File: src/rtl/gctr_pkg.sv
// ============================================================================
// Module  : gctr_pkg
// Brief   : Shared types and helpers for the GCTR streaming engine.
// Revision: 1.0 - initial release
// ============================================================================
`default_nettype none

package gctr_pkg;

    localparam int c_max_w = 512;

    typedef enum logic [1:0] {
        ST_IDLE  = 2'd0,
        ST_RUN   = 2'd1,
        ST_DRAIN = 2'd2
    } state_t;

    function automatic int bw_f(input int dw);
        return $clog2(dw / 8) + 1;
    endfunction

    // Increment only the low s bits; everything above is carried through untouched.
    function automatic logic [c_max_w-1:0] inc_s(input logic [c_max_w-1:0] cb, input int s);
        logic [c_max_w-1:0] m;
        m = (s >= c_max_w) ? {c_max_w{1'b1}} : ((c_max_w'(1) << s) - c_max_w'(1));
        return (cb & ~m) | ((cb + c_max_w'(1)) & m);
    endfunction

    // Mask keeping the first nb bytes (MSB-first) of a dw-bit word.
    function automatic logic [c_max_w-1:0] byte_mask(input int nb, input int dw);
        logic [c_max_w-1:0] m;
        m = ~({c_max_w{1'b1}} >> (8 * nb));
        return m >> (c_max_w - dw);
    endfunction

endpackage

`default_nettype wire

File: src/rtl/gctr_stream_if.sv
// ============================================================================
// Module  : gctr_stream_if
// Brief   : Data-in, cipher request/response and data-out handshakes.
// Revision: 1.0 - initial release
// ============================================================================
`default_nettype none

interface gctr_stream_if
    import gctr_pkg::*;
#(
    parameter int DATA_WIDTH = 128,
    parameter int ICB_WIDTH  = 128
);
    localparam int BW = bw_f(DATA_WIDTH);

    logic                  in_valid;
    logic                  in_ready;
    logic [DATA_WIDTH-1:0] in_data;
    logic                  in_last;
    logic [BW-1:0]         in_bytes;

    logic                  ciph_req_valid;
    logic                  ciph_req_ready;
    logic [ICB_WIDTH-1:0]  ciph_req_block;
    logic                  ciph_rsp_valid;
    logic                  ciph_rsp_ready;
    logic [DATA_WIDTH-1:0] ciph_rsp_block;

    logic                  out_valid;
    logic                  out_ready;
    logic [DATA_WIDTH-1:0] out_data;
    logic                  out_last;
    logic [BW-1:0]         out_bytes;

    modport master (
        input  in_valid, in_data, in_last, in_bytes,
        input  ciph_req_ready, ciph_rsp_valid, ciph_rsp_block,
        input  out_ready,
        output in_ready,
        output ciph_req_valid, ciph_req_block, ciph_rsp_ready,
        output out_valid, out_data, out_last, out_bytes
    );

    modport slave (
        output in_valid, in_data, in_last, in_bytes,
        output ciph_req_ready, ciph_rsp_valid, ciph_rsp_block,
        output out_ready,
        input  in_ready,
        input  ciph_req_valid, ciph_req_block, ciph_rsp_ready,
        input  out_valid, out_data, out_last, out_bytes
    );

endinterface

`default_nettype wire

File: src/rtl/gctr_fifo.sv
// ============================================================================
// Module  : gctr_fifo
// Brief   : Synchronous FIFO with full/empty flags and same-cycle push/pop.
// Revision: 1.0 - initial release
// ============================================================================
`default_nettype none

module gctr_fifo #(
    parameter int WIDTH = 134,
    parameter int DEPTH = 4
) (
    input  wire logic             clk,
    input  wire logic             rst,
    input  wire logic             i_push,
    input  wire logic [WIDTH-1:0] i_push_data,
    input  wire logic             i_pop,
    output logic      [WIDTH-1:0] o_pop_data,
    output logic                  o_full,
    output logic                  o_empty
);
    localparam int c_aw = $clog2(DEPTH);

    logic [WIDTH-1:0] r_mem [DEPTH];
    logic [c_aw:0]    r_wr;
    logic [c_aw:0]    r_rd;
    logic             w_do_push;
    logic             w_do_pop;

    // Extra pointer bit distinguishes full from empty when the indices match.
    assign o_full     = (r_wr[c_aw] != r_rd[c_aw]) && (r_wr[c_aw-1:0] == r_rd[c_aw-1:0]);
    assign o_empty    = (r_wr == r_rd);
    assign o_pop_data = r_mem[r_rd[c_aw-1:0]];
    assign w_do_push  = i_push & ~o_full;
    assign w_do_pop   = i_pop & ~o_empty;

    always_ff @(posedge clk or negedge rst) begin
        if (!rst) begin
            r_wr <= '0;
            r_rd <= '0;
        end else begin
            if (w_do_push) r_wr <= r_wr + 1'b1;
            if (w_do_pop)  r_rd <= r_rd + 1'b1;
        end
    end

    always_ff @(posedge clk) begin
        if (w_do_push) r_mem[r_wr[c_aw-1:0]] <= i_push_data;
    end

endmodule

`default_nettype wire

File: src/rtl/gctr_stream.sv
// ============================================================================
// Module  : gctr_stream
// Brief   : Streaming GCM counter-mode engine with outstanding cipher requests.
//           Define GCTR_PARTIAL_MASK_EN to zero unused bytes of the final block.
// Revision: 1.0 - initial release
// ============================================================================
`default_nettype none

module gctr_stream
    import gctr_pkg::*;
#(
    parameter int DATA_WIDTH = 128,
    parameter int ICB_WIDTH  = 128,
    parameter int S          = 32,
    parameter int DEPTH      = 4
) (
    input  wire logic                 clk,
    input  wire logic                 rst,
    input  wire logic                 start,
    input  wire logic [ICB_WIDTH-1:0] icb,
    output logic                      busy,
    output logic                      done,
    output logic      [ICB_WIDTH-1:0] cb_next,
    output logic      [31:0]          blk_count,
    gctr_stream_if.master             bus
);
    localparam int BW      = bw_f(DATA_WIDTH);
    localparam int c_nbytes = DATA_WIDTH / 8;
    localparam int c_fw     = DATA_WIDTH + 1 + BW;
    localparam logic [BW-1:0] c_full_bytes = BW'(c_nbytes);

    state_t                r_state;
    logic                  r_busy;
    logic [ICB_WIDTH-1:0]  r_cb;
    logic [31:0]           r_blk_count;
    logic                  r_out_valid;
    logic [DATA_WIDTH-1:0] r_out_data;
    logic                  r_out_last;
    logic [BW-1:0]         r_out_bytes;

    logic                  w_run;
    logic                  w_full;
    logic                  w_empty;
    logic                  w_accept;
    logic                  w_rsp_fire;
    logic                  w_out_fire;
    logic [BW-1:0]         w_push_bytes;
    logic [c_fw-1:0]       w_push_word;
    logic [c_fw-1:0]       w_head;
    logic [DATA_WIDTH-1:0] w_head_data;
    logic                  w_head_last;
    logic [BW-1:0]         w_head_bytes;
    logic [DATA_WIDTH-1:0] w_xor;
    logic [DATA_WIDTH-1:0] w_result;
    logic [ICB_WIDTH-1:0]  w_cb_inc;

    assign w_run = (r_state == ST_RUN);

    // Input and cipher request are one joint event, gated by FIFO space.
    assign bus.ciph_req_valid = w_run & bus.in_valid & ~w_full;
    assign bus.in_ready       = w_run & bus.ciph_req_ready & ~w_full;
    assign bus.ciph_req_block = r_cb;
    assign w_accept           = bus.in_valid & bus.in_ready;

    assign w_push_bytes = (bus.in_last && (bus.in_bytes != '0)) ? bus.in_bytes : c_full_bytes;
    assign w_push_word  = {bus.in_data, bus.in_last, w_push_bytes};

    gctr_fifo #(
        .WIDTH (c_fw),
        .DEPTH (DEPTH)
    ) u_fifo (
        .clk         (clk),
        .rst         (rst),
        .i_push      (w_accept),
        .i_push_data (w_push_word),
        .i_pop       (w_rsp_fire),
        .o_pop_data  (w_head),
        .o_full      (w_full),
        .o_empty     (w_empty)
    );

    assign w_head_data  = w_head[c_fw-1 -: DATA_WIDTH];
    assign w_head_last  = w_head[BW];
    assign w_head_bytes = w_head[BW-1:0];

    assign bus.ciph_rsp_ready = ~w_empty & (~r_out_valid | bus.out_ready);
    assign w_rsp_fire         = bus.ciph_rsp_valid & bus.ciph_rsp_ready;
    assign w_out_fire         = r_out_valid & bus.out_ready;

    assign w_xor = w_head_data ^ bus.ciph_rsp_block;

`ifdef GCTR_PARTIAL_MASK_EN
    logic [DATA_WIDTH-1:0] w_mask;
    assign w_mask   = w_head_last ? DATA_WIDTH'(byte_mask(int'(w_head_bytes), DATA_WIDTH))
                                  : {DATA_WIDTH{1'b1}};
    assign w_result = w_xor & w_mask;
`else
    assign w_result = w_xor;
`endif

    assign w_cb_inc = ICB_WIDTH'(inc_s(c_max_w'(r_cb), S));

    always_ff @(posedge clk or negedge rst) begin
        if (!rst) begin
            r_state     <= ST_IDLE;
            r_busy      <= 1'b0;
            r_cb        <= '0;
            r_blk_count <= '0;
        end else begin
            case (r_state)
                ST_IDLE: begin
                    if (start) begin
                        r_state     <= ST_RUN;
                        r_busy      <= 1'b1;
                        r_cb        <= icb;
                        r_blk_count <= '0;
                    end
                end
                ST_RUN: begin
                    if (w_accept) begin
                        r_cb <= w_cb_inc;
                        if (r_blk_count != '1) r_blk_count <= r_blk_count + 32'd1;
                        if (bus.in_last) r_state <= ST_DRAIN;
                    end
                end
                ST_DRAIN: begin
                    if (w_out_fire && r_out_last) begin
                        r_state <= ST_IDLE;
                        r_busy  <= 1'b0;
                    end
                end
                default: begin
                    r_state <= ST_IDLE;
                    r_busy  <= 1'b0;
                end
            endcase
        end
    end

    always_ff @(posedge clk or negedge rst) begin
        if (!rst) begin
            r_out_valid <= 1'b0;
            r_out_data  <= '0;
            r_out_last  <= 1'b0;
            r_out_bytes <= '0;
        end else if (w_rsp_fire) begin
            r_out_valid <= 1'b1;
            r_out_data  <= w_result;
            r_out_last  <= w_head_last;
            r_out_bytes <= w_head_bytes;
        end else if (bus.out_ready) begin
            r_out_valid <= 1'b0;
        end
    end

    assign bus.out_valid = r_out_valid;
    assign bus.out_data  = r_out_data;
    assign bus.out_last  = r_out_last;
    assign bus.out_bytes = r_out_bytes;

    assign busy      = r_busy;
    assign done      = w_out_fire & r_out_last & (r_state == ST_DRAIN);
    assign cb_next   = r_cb;
    assign blk_count = r_blk_count;

endmodule

`default_nettype wire
File: src/flat_wrapper.sv
// flat-port wrapper written by rule: the top's interface ports become plain ports
module gctr_stream_flat import gctr_pkg::*;
#(
    parameter int DATA_WIDTH = 128,
    parameter int ICB_WIDTH  = 128,
    parameter int S          = 32,
    parameter int DEPTH      = 4
)
  (clk, rst, start, icb, busy, done, cb_next, blk_count, bus_in_valid, bus_in_data, bus_in_last, bus_in_bytes, bus_ciph_req_ready, bus_ciph_rsp_valid, bus_ciph_rsp_block, bus_out_ready, bus_in_ready, bus_ciph_req_valid, bus_ciph_req_block, bus_ciph_rsp_ready, bus_out_valid, bus_out_data, bus_out_last, bus_out_bytes);
  gctr_stream_if #(.DATA_WIDTH(DATA_WIDTH), .ICB_WIDTH(ICB_WIDTH)) bus_i ();
  input  wire logic clk;
  input  wire logic rst;
  input  wire logic start;
  input  wire logic [ICB_WIDTH-1:0] icb;
  output logic busy;
  output logic done;
  output logic      [ICB_WIDTH-1:0] cb_next;
  output logic      [31:0] blk_count;
  input wire logic [$bits(bus_i.in_valid)-1:0] bus_in_valid;
  input wire logic [$bits(bus_i.in_data)-1:0] bus_in_data;
  input wire logic [$bits(bus_i.in_last)-1:0] bus_in_last;
  input wire logic [$bits(bus_i.in_bytes)-1:0] bus_in_bytes;
  input wire logic [$bits(bus_i.ciph_req_ready)-1:0] bus_ciph_req_ready;
  input wire logic [$bits(bus_i.ciph_rsp_valid)-1:0] bus_ciph_rsp_valid;
  input wire logic [$bits(bus_i.ciph_rsp_block)-1:0] bus_ciph_rsp_block;
  input wire logic [$bits(bus_i.out_ready)-1:0] bus_out_ready;
  output wire logic [$bits(bus_i.in_ready)-1:0] bus_in_ready;
  output wire logic [$bits(bus_i.ciph_req_valid)-1:0] bus_ciph_req_valid;
  output wire logic [$bits(bus_i.ciph_req_block)-1:0] bus_ciph_req_block;
  output wire logic [$bits(bus_i.ciph_rsp_ready)-1:0] bus_ciph_rsp_ready;
  output wire logic [$bits(bus_i.out_valid)-1:0] bus_out_valid;
  output wire logic [$bits(bus_i.out_data)-1:0] bus_out_data;
  output wire logic [$bits(bus_i.out_last)-1:0] bus_out_last;
  output wire logic [$bits(bus_i.out_bytes)-1:0] bus_out_bytes;
  assign bus_i.in_valid = bus_in_valid;
  assign bus_i.in_data = bus_in_data;
  assign bus_i.in_last = bus_in_last;
  assign bus_i.in_bytes = bus_in_bytes;
  assign bus_i.ciph_req_ready = bus_ciph_req_ready;
  assign bus_i.ciph_rsp_valid = bus_ciph_rsp_valid;
  assign bus_i.ciph_rsp_block = bus_ciph_rsp_block;
  assign bus_i.out_ready = bus_out_ready;
  assign bus_in_ready = bus_i.in_ready;
  assign bus_ciph_req_valid = bus_i.ciph_req_valid;
  assign bus_ciph_req_block = bus_i.ciph_req_block;
  assign bus_ciph_rsp_ready = bus_i.ciph_rsp_ready;
  assign bus_out_valid = bus_i.out_valid;
  assign bus_out_data = bus_i.out_data;
  assign bus_out_last = bus_i.out_last;
  assign bus_out_bytes = bus_i.out_bytes;
  gctr_stream #(.DATA_WIDTH(DATA_WIDTH), .ICB_WIDTH(ICB_WIDTH), .S(S), .DEPTH(DEPTH)) u_core (.clk(clk), .rst(rst), .start(start), .icb(icb), .busy(busy), .done(done), .cb_next(cb_next), .blk_count(blk_count), .bus(bus_i));
endmodule
File: config.mk
export PLATFORM = sky130hd
export DESIGN_NAME = gctr_stream_flat
export DESIGN_NICKNAME = d
export VERILOG_FILES = /design/src/rtl/gctr_pkg.sv /design/src/rtl/gctr_stream_if.sv /design/src/rtl/gctr_fifo.sv /design/src/rtl/gctr_stream.sv /design/src/flat_wrapper.sv
export SDC_FILE = /design/constraint.sdc
export NUM_CORES = 1
export LEC_CHECK = 0
export CORE_AREA = 2 2 324 326
export DETAILED_ROUTE_END_ITERATION = 12
export DIE_AREA = 0 0 326 328
export PLACE_DENSITY = 0.55
export RECOVER_POWER = 50
export SLEW_MARGIN = 20
export SYNTH_ARGS = -nofsm -noshare
export SYNTH_HDL_FRONTEND = slang
export SYNTH_SLANG_ARGS = --single-unit
File: constraint.sdc
create_clock -name clk -period 11.5 [get_ports clk]
set_input_delay 1.725 -clock clk [delete_from_list [all_inputs] [get_ports clk]]
set_output_delay 1.725 -clock clk [all_outputs]
set_load 0.05 [all_outputs]
Yosys cells after proc, flatten, opt, wreduce, memory -nomap -nowiden
Memory sizes are Yosys's and may differ from the RTL's.
Index checks and enable logic that the tools add are counted.
{"block": "op_classes", "n_eq_ne": 11, "addsub": 4, "reduce_logical": 11, "bitwise": 19, "n_mux": 20}
{"operator": "$mux 128", "count": 2}
{"operator": "$pmux 128 s2", "count": 1}
{"operator": "$or 128x32->128", "count": 1}
{"operator": "$xor 128x128->128", "count": 1}
{"operator": "$mux 32", "count": 3}
{"operator": "$add 32x1->32 const B", "count": 2}
{"operator": "$pmux 32 s2", "count": 1}
{"operator": "$ne 32x32->1 const B", "count": 1}
{"operator": "$and 1x1->1", "count": 12}
{"operator": "$mux 2", "count": 4}
{"operator": "$ne 2x2->1 const B", "count": 4}
{"operator": "$reduce_and 4->1", "count": 2}
{"operator": "$add 3x1->3 const B", "count": 2}
{"operator": "$mux 1", "count": 6}
{"operator": "$pmux 2 s3", "count": 1}
{"operator": "$reduce_and 3->1", "count": 2}
{"operator": "$mux 5", "count": 1}
{"operator": "$reduce_bool 5->1", "count": 1}
{"operator": "$not 1->1", "count": 4}
{"operator": "$reduce_bool 2->1", "count": 2}
{"operator": "$eq 3x3->1", "count": 1}
{"operator": "$logic_and 1x1->1", "count": 3}
{"operator": "$pmux 1 s3", "count": 1}
{"operator": "$eq 2x1->1 const B", "count": 1}
{"operator": "6 further kinds", "count": 6}
{"block": "totals", "ramBits": 536, "in_bits": 397, "reg_bits": 304, "output_inout_bits": 428, "word_cells": 76, "n_memories": 1}
{"memory": "u_core.u_fifo.r_mem", "depth": 4, "word_bits": 134, "read_ports": 1, "rd_clocked_by_memory_dff": 0, "wr": 1, "line_no": "gctr_fifo.sv:23", "source": "logic [WIDTH-1:0] r_mem [DEPTH];"}

Logic depth before layout (Yosys ltp)
Gate-level depths: netlist of run 1.
{"block": "logic_depth", "depth_word": 8, "depth_mapped": 9, "mapped_depth_nobuf": 6}

Modules after synthesis
Synthesis of run 1 repeated with hierarchy kept, for this count alone.
{"block": "hier_totals", "cells_unflattened": 2309, "hier_area_um2": 34210.3}
{"module": "gctr_fifo", "seq_area_each_um2": 16245.6, "area_each_um2": 19836.5, "cells_each": 748, "instances": 1}
{"module": "gctr_stream", "seq_area_each_um2": 7457.2, "area_each_um2": 14373.8, "cells_each": 1561, "instances": 1}

Least setup slack after synthesis of run 1
OpenSTA, ideal clock, no wires.
{"block": "synth_path", "path_kind": "input to register", "from": "input bus_in_valid", "to": "memory u_core.u_fifo.r_mem[0][0], enable pin", "t_arrival_ns": 5.607, "required_ns": 10.991, "path_stages": 4, "slack_ns": 5.384, "setup_ns": 0.509, "n_path_buf": 1, "path_cell_list": "nand2_1 a311oi_2 clkbuf_1 and2_1"}
{"block": "synth_via", "elab_chain_len": 4}
{"element": "start: declaration", "line_no": "flat_wrapper.sv:19", "source": "input wire logic [$bits(bus_i.in_valid)-1:0] bus_in_valid;"}
{"element": "$and 1x1->1", "line_no": "gctr_stream.sv:63", "source": "assign w_accept = bus.in_valid & bus.in_ready;"}
{"element": "$and 1x1->1", "line_no": "gctr_fifo.sv:33", "source": "assign w_do_push = i_push & ~o_full;"}
{"element": "$mux 1", "line_no": "gctr_fifo.sv:47", "source": "if (w_do_push) r_mem[r_wr[c_aw-1:0]] <= i_push_data;"}
{"element": "$mux 1 (not written as such)", "line_no": "gctr_fifo.sv:47"}
{"element": "end: declaration", "line_no": "gctr_fifo.sv:23"}
Every way passes these cells.

Worst setup path after layout of run 1
{"block": "layout_path", "from": "register u_core.u_fifo.r_rd[1]", "to": "memory u_core.u_fifo.r_mem[3][126], enable pin"}
{"block": "layout_via", "elab_chain_len": 8}
{"element": "start: declaration", "line_no": "gctr_fifo.sv:25", "source": "logic [c_aw:0] r_rd;"}
{"element": "start signal: assignment", "line_no": "gctr_fifo.sv:42", "source": "if (w_do_pop) r_rd <= r_rd + 1'b1;"}
{"element": "$eq 2x2->1 *", "line_no": "gctr_fifo.sv:30", "source": "assign o_full = (r_wr[c_aw] != r_rd[c_aw]) && (r_wr[c_aw-1:0] == r_rd[c_aw-1:0]);"}
{"element": "$logic_and 1x1->1 *", "line_no": "gctr_fifo.sv:30"}
{"element": "$not 1->1 *", "line_no": "gctr_fifo.sv:33, gctr_stream.sv:61"}
{"element": "$and 1x1->1", "line_no": "gctr_stream.sv:61", "source": "assign bus.in_ready = w_run & bus.ciph_req_ready & ~w_full;"}
{"element": "$and 1x1->1", "line_no": "gctr_stream.sv:63"}
{"element": "$and 1x1->1 *", "line_no": "gctr_fifo.sv:33"}
{"element": "$mux 1 *", "line_no": "gctr_fifo.sv:47"}
{"element": "$mux 1 (not written as such) *", "line_no": "gctr_fifo.sv:47"}
Every way passes the cells marked *; elsewhere a longest branch is shown, timed or not.

==> results of run 1 <==
==> how the worst min path moves through the flow <==
stage	startpoint	endpoint	slack, ns	cells after the start
6_report	u_core.bus.out_data[101]	u_core.bus.out_data[101]	0.48	2
5_1_grt	u_core.bus.out_data[72]	u_core.bus.out_data[72]	0.50	2
4_1_cts	u_core.bus.out_data[88]	u_core.bus.out_data[88]	0.49	2
3_5_place_dp	u_core.bus.out_data[88]	u_core.bus.out_data[88]	0.47	2
3_3_place_gp	u_core.bus.out_data[47]	u_core.bus.out_data[47]	0.46	2
2_1_floorplan	u_core.r_state[0]	u_core.busy	0.49	1
==> sequential cells by signal (all words and copies together), names as in the netlist, 2 cells and up <==
register	flops
u_core.bus.out_bytes	5
u_core.u_fifo.r_rd	3
u_core.blk_count	32
u_core.u_fifo.r_wr	3
u_core.r_state	2
u_core.u_fifo.r_mem	536
u_core.bus.out_data	128
u_core.bus.ciph_req_block	128
==> worst min-delay path: cells and delay by family (launching register included) <==
family	cells	cell delay (ns)
simple gates	1	0.04
flops	1	0.34
compound gates	1	0.06
==> cells in the final DEF, fill, tap and decap left out, types with 7 or more instances in the layout <==
master	instances
buf_4	21
dlygate4sd3_1	131
dfrtp_1	303
xnor2_1	134
clkbuf_16	97
and3_1	18
a21oi_1	29
clkinv_2	16
nand3_1	25
and2_0	10
inv_1	7
o22ai_1	12
clkbuf_8	10
nor3_1	11
nand2_1	466
clkinv_1	12
diode_2	24
clkbuf_1	23
a31oi_1	24
edfxtp_1	536
nor2_1	33
o21ai_0	183
ha_1	7
clkdlybuf4s50_1	692
mux4_2	134
bufinv_16	10
nand4_1	26
==> stage by stage <==
| stage | setup slack [ns] | std cells | cell area, um^2 | total power, mW | hold WS (ns) |
|---|---|---|---|---|---|
| finish | 3.98 | 4490 | 46000 | 13.8 | 0.480 |
| global placement | 5.97 | 4291 | 42800 | 10.9 | 0.465 |
| global route | 3.42 | 4484 | 46000 | 14.5 | 0.500 |
| floorplan | 5.38 | 2297 | 34000 | 8.81 | 0.494 |
| CTS | 6.10 | 4465 | 46000 | 14.0 | 0.486 |
| detailed placement | 6.00 | 4291 | 42800 | 10.9 | 0.473 |
==> metal layers <==
layer / track usage / part of all wire / vias to the layer above
met1: 0.221 / 0.37 / 11000
met4: 0.0720 / 0.036 / 50
met5: 0 / 0.0032 / -
met3: 0.0476 / 0.065 / 272
met2: 0.343 / 0.52 / 839
li1: - / - / 9790
==> area by class of cell <==
cell class | instances | area [um^2]
Antenna cell | 24 | 60.1
Clock inverter | 49 | 528
Tap cell | 1380 | 1730
Sequential cell | 840 | 23700
Inverter | 7 | 26.3
Timing Repair Buffer | 852 | 8480
Clock buffer | 125 | 2630
Fill cell | 9212 | 57200
Multi-Input combinational cell | 1213 | 8830
==> where the power goes <==
part	total (mW)	internal, mW	switching, mW
Combinational	6.34	2.19	4.15
Sequential	4.44	3.88	0.559
Clock	3.06	1.83	1.23
==> cells by family after synthesis <==
| group | after synthesis |
|---|---|
| compound gates | 303 |
| xor+xnor | 136 |
| fa+ha+maj | 7 |
| buf+inv | 244 |
| flops | 840 |
| mux | 140 |
| simple gates | 627 |
==> results summary, run 1 <==
Entering global routing, the biggest net connects 146 pins. No sink is reached through more buffers than the 3 on the longest clock path. The source of the critical timing path is u_core.u_fifo.r_rd[1]. The class of the tightest hold or removal check is flop to flop.

The global-route congestion overflow total is 0. The effective utilization at floorplan came out at 0.329. Of the available clock period, the critical path in the final layout requires 0.654.

The async set-or-reset flop fraction in the synthesized netlist came out at 0.362. In the global route stage, overall resource usage came out at 0.192. The portion of synthesized area spent on multiplexers is 0.0909. The number of buffers added by the clock tree synthesis step came out at 93. The final setup skew is 0.0263 ns. The via count of the first global-routing pass came out at 22200. In this run the number of cells on the critical path is 5. The last element of the critical path is u_core.u_fifo.r_mem[3][126]. The number of buffers added for setup after CTS is 0.

The wire length per cell is 23.3 um. The number of enable-type register cells in the synthesized netlist came out at 536. The horizontal die dimension came out at 326 um. The number of instances in the synthesized netlist came out at 2297.

The number of cells upsized or downsized after cts came out at 0. The adder-cell share of the synthesized area came out at 0.00258. The height of the die is 328 um. The net count after synthesis is 2701. The kind of critical path is flop to flop.

In this run the static leakage power is 16.7 nW. The arrival time reported for the critical path endpoint came out at 7.79 ns. Clock tree synthesis selected as its root buffer the cell clkbuf_16. For this run, design rule violations remaining after detail routing come to 0. The final number of setup-violating endpoints came out at 0. Yosys attributes the largest share of cell area to edfxtp_1 (47%), dfrtp_1 (22%), mux4_2 (8.9%). Hold repair after CTS inserted 0 buffers. STA classifies the critical path startpoint as a flop.

After synthesis, the largest family of logic cells by area is multiplexers. In this run the tightest slew margin relative to its limit is -1.58. The xor/xnor share of the synthesized area came out at 0.0351. The highest achievable clock rate came out at 0.133 GHz. The remaining antenna violation count came out at 0. The final reports fail on capacitance limit, slew limit.

The minimum setup slack among reg-to-reg paths is 3.98 ns. The synthesized-area fraction occupied by and/or/nand/nor cells came out at 0.0786. The endpoint identified for the worst register-to-register timing path is u_core.u_fifo.r_mem[3][126]. The cell accounting for the most synthesized area is edfxtp_1. The boundary pin count came out at 825.

The floorplan row count came out at 118. Counting every sink on the clock net gives 840. The clock edge transition at the registers on the reported setup and hold paths is 0.06 ns.

The critical path goes through xnor2_1 > a311oi_4 > clkbuf_1 > and2_0 > buf_4. Measured on the finished design, the core utilization comes to 0.446. The most frequently used flop master after synthesis is edfxtp_1. Along the worst path, the maximum fanout reaches 55. The detailed-placement wirelength estimate came out at 74200 um.

Counting both buffers and inverters, the worst setup path holds a total of 2. Setup repair after global routing left no endpoint under its margin. The count of nets after finishing came out at 3411. By count the netlist is led by edfxtp_1 (536), nand2_1 (467), dfrtp_1 (304), o21ai_0 (181).

The first-pass GRT wire length is 151000 um. The share of the Yosys chip area taken by registers is 0.698. The required time at the worst-slack endpoint came out at 11.77 ns.

The H-tree depth is 3. The number of detailed-route iterations in the first pass came out at 5. The endpoint type of the worst setup path is a flop. The run finished, with violations left. The worst vdd rail ir drop came out at 246 uV. The number of antenna violations at the first check in global routing came out at 81.

The number of buffers added on ports came out at 824. The area share of the leading cell type in the synthesized netlist is 0.474. The transition time at the pin with the least slew margin is 3.86 ns.

The detailed-route vias per instance is 4.88. For this design the ratio of total power to cell area is 301 nW/um^2. The synthesized-area fraction occupied by ao, oa, aoi and oai cells is 0.0524.

The number of distinct library cell variants in the gate-level netlist after synthesis came out at 60. Among all stages on the critical path, the largest delay is contributed by dfrtp_1. The count of pins over their slew limit is 364. Max-cap violations in this run came to 8. The number of endpoints with negative hold slack in the final report is 0. The total wirelength of the detailed-routed design is 105000 um. Counting cells, the worst reg-to-reg path comes to 5. The final estimated routing congestion in global placement came out at 0.900.

The first-iteration detailed-routing DRC count came out at 1641. The kind of cell with the highest combined delay along the critical path is flip-flops. For the worst-skew pair, the clock arrives at the later sink with an insertion delay of 0.66 ns. The critical path's largest stage delay came out at 1.96 ns.

The via count of the routed design is 21900. The core region area is 103000 um^2. TritonCTS built the clock tree. The sum of negative setup slack came out at 0 ns.

The minimum clock period after layout came out at 7.52 ns. The fraction of final layout cells with drive strength greater than 1 is 0.104. After synthesis the netlist holds a flip-flop and latch count of 840. The worst register-to-register path begins at u_core.u_fifo.r_rd[1]. The synthesis-to-finish area growth came out at 35.4%.

In the post-synthesis netlist, the cell with the most instances is edfxtp_1. The average size of a mapped cell came out at 14.8 um^2. The cell area after synthesis is 34000 um^2. The area of the die is 107000 um^2. For this run, the number of Yosys warnings is 0.
No activity file was read; power rests on OpenSTA's default activity.
==> run 2, diff against run 1 <==
- CORE_AREA: 2 2 324 326 -> 2 2 322 324
- DIE_AREA: 0 0 326 328 -> 0 0 324 326
- PLACE_DENSITY: 0.55 -> 0.58
- clock period: 11.5 -> 6.4 ns (I/O delays scaled with it)
==> run 2 against run 1 <==
  * The flow still finishes with violations (capacitance limit, slew limit)
  * Total power rose by 75%
  * Final cell count fell by 0.22%
  * Critical path depth rose by 1
  * Highest routed layer unchanged
  * Cell area fell by 0.46%
  * First-iteration DRC count rose by 4.2%
  * Register-to-register slack got worse by 2.4 ns
  * Non-clock buffer count fell by 1
  * Via count fell by 2.4%
  * Die area fell by 1.2%
  * Utilization rose by 0.050 points
  * Combinational power rose by 75%
  * Clock skew rose by 0.028 ns
==> results summary, run 2 (same netlist as run 1, synthesis figures left out) <==
The total wirelength of the detailed-routed design came out at 100000 um. The floorplan row count came out at 118. The first-iteration detailed-routing DRC count is 1710. The count of pins over their slew limit was 308. The number of cells upsized or downsized after cts came out at 0. The normalized max-slew margin is -1.73. Of the total power, the clock network draws 0.209.

The required time at the worst-slack endpoint is 6.98 ns. The total routing resource utilization after global routing came out at 0.186. The maximum fanout along the worst path came out at 85. The number of cells on the worst reg-to-reg path is 5.

The horizontal die dimension is 324 um. The part of the total power dissipated in combinational logic came out at 0.460. The number of buffers added for setup after CTS came out at 0.

The number of endpoints with negative hold slack in the final report came to 0. The number of non-filler instances in the completed layout is 4480. The detail route stage leaves a number of antenna-violating nets equal to 0. The flip-flop count of the largest register, all copies and words added is 536.

The via count of the routed design is 21400. In the routed layout, each cell is associated on average with a via count of 4.77. Clock tree synthesis selected as its root buffer the cell clkbuf_16. The arrival time reported for the critical path endpoint is 5.47 ns. The fraction of power spent switching nets came out at 0.438. The detailed-placement wirelength estimate came out at 69900 um.

The effective utilization at floorplan is 0.331. CTS saw 840 sinks. Counting along the longest clock path gives a buffer depth of 3. The height of the die is 326 um.

Input and output buffers added on the ports amount to 824. The net switching component of the power came out at 10.6 mW. The number of buffers added by the clock tree synthesis step is 92. The library cells used most frequently in the layout, excluding fill and tap cells, are clkdlybuf4s50_1 (588), edfxtp_1 (536), nand2_1 (465), dfrtp_1 (302), dlygate4sd3_1 (235).

The clock edge transition at the registers on the reported setup and hold paths came out at 0.05 ns. The worst vdd rail ir drop is 491 uV. The critical path launch point type is a primary input. The worst setup path is captured at a flop. The sequential cell fraction of total power is 0.332. The worst hold path was traced through 2 stages. Max-cap violations in this run came to 3. The number of detailed-route iterations in the first pass came out at 5.

The leakage power of the design came out at 16.6 nW. The fraction of final layout cells with drive strength greater than 1 came out at 0.100. Routability-driven placement finished with a final weighted congestion of 0.860. The utilization after layout came out at 0.446.

The smallest clock period supported by the final layout is computed as 4.89 ns. The min-delay analysis places its worst path in the category flop to flop. The post-route DRC violation count is 0.

The power density normalized to cell area is 529 nW/um^2. Entering global routing, the biggest net connects 163 pins. The via count of the first global-routing pass came out at 21300. The final setup skew came out at 0.0540 ns. The count of nets after finishing came out at 3409.

TritonCTS built the clock tree. In the finished design, the share of the clock period the worst path needs comes to 0.764. The commonest non-fill, non-tap cell in the layout is clkdlybuf4s50_1. Setup repair after global routing left no endpoint under its margin. The internal cell power is 13.6 mW. The area of the die is 106000 um^2. The global-route congestion overflow total came out at 0.

The synthesis-to-finish area growth came out at 34.8%. Counting tap cells, the placed design contains a total of 4291 instances. The core region area is 103000 um^2. The number of hold buffers added after CTS was 0. The final number of setup-violating endpoints came out at 0.

The transition time at the pin with the least slew margin came out at 4.09 ns. The first-pass GRT wire length is 145000 um. The run finished, with violations left. For this run, the top clock speed supported by timing is 0.204 GHz.

The clock insertion delay at the later pin of the skew report came out at 0.69 ns. The checks that failed: capacitance limit, slew limit. The total power draw is 24.2 mW. The number of antenna violations at the first check in global routing is 50.

The H-tree was split into 3 levels. The setup path with the least slack is of type primary input to flop. The wire length per cell came out at 22.3 um. The boundary pin count came out at 825. The sum of negative setup slack is 0 ns. The final-layout fill cell count came out at 9283.
## run 2: layout make-up
| type | count | area [um^2] | share of cell area |
|---|---|---|---|
| antenna | 15 | 37.5 | 0.000820 |
| clock buffer | 130 | 2470 | 0.0541 |
| clock inverter | 44 | 412 | 0.00899 |
| inverter | 7 | 26.3 | 0.000574 |
| multi-input combinational | 1213 | 8870 | 0.194 |
| sequential | 840 | 23700 | 0.518 |
| tap | 1380 | 1730 | 0.0377 |
| timing repair buffer | 851 | 8520 | 0.186 |
## run 2: routing by layer
metal | up-vias | global-route usage | part of all wire
li1 | 9756 | - | -
met1 | 10600 | 0.227 | 0.39
met2 | 751 | 0.317 | 0.51
met3 | 206 | 0.0435 | 0.061
met4 | 30 | 0.0706 | 0.034
met5 | - | 0 | 0.0019
## run 2: worst paths after layout
path	startpoint	end	slack (ns)
worst min register to register	u_core.bus.out_data[47]	u_core.bus.out_data[47]	0.47
max in group asynchronous	rst	u_core.bus.ciph_req_block[39]	2.00
worst max-delay path	start	u_core.bus.ciph_req_block[68]	1.51
worst max register to register	u_core.u_fifo.r_rd[0]	u_core.bus.out_data[45]	1.57
min in group asynchronous	rst	u_core.bus.out_data[82]	1.53
worst min-delay path	u_core.bus.out_data[47]	u_core.bus.out_data[47]	0.47
## run 2: critical path, cell delays in order
cell and delay, ns:
dlygate4sd3_1 0.58, nor2b_1 0.19, nand2_4 0.33, clkbuf_1 2.89, nand2_1 0.20, nand2_1 0.19
## run 2: power by group through the flow
stage / Sequential, mW / Clock, mW / Combinational, mW
floorplan: 10.5 / 0 / 5.30
global placement: 8.13 / 0 / 11.3
detailed placement: 8.16 / 0 / 11.4
CTS: 8.06 / 5.19 / 11.4
global route: 8.18 / 5.42 / 11.8
finish: 8.03 / 5.05 / 11.1
## run 2: metrics by stage
stage | cell area, um^2 | hold slack [ns] | worst slack, ns
2_1_floorplan | 34000 | 0.494 | 1.05
3_3_place_gp | 42900 | 0.460 | 2.36
3_5_place_dp | 42900 | 0.470 | 2.41
4_1_cts | 45800 | 0.195 | 1.96
5_1_grt | 45800 | 0.493 | 1.08
6_report | 45800 | 0.469 | 1.51
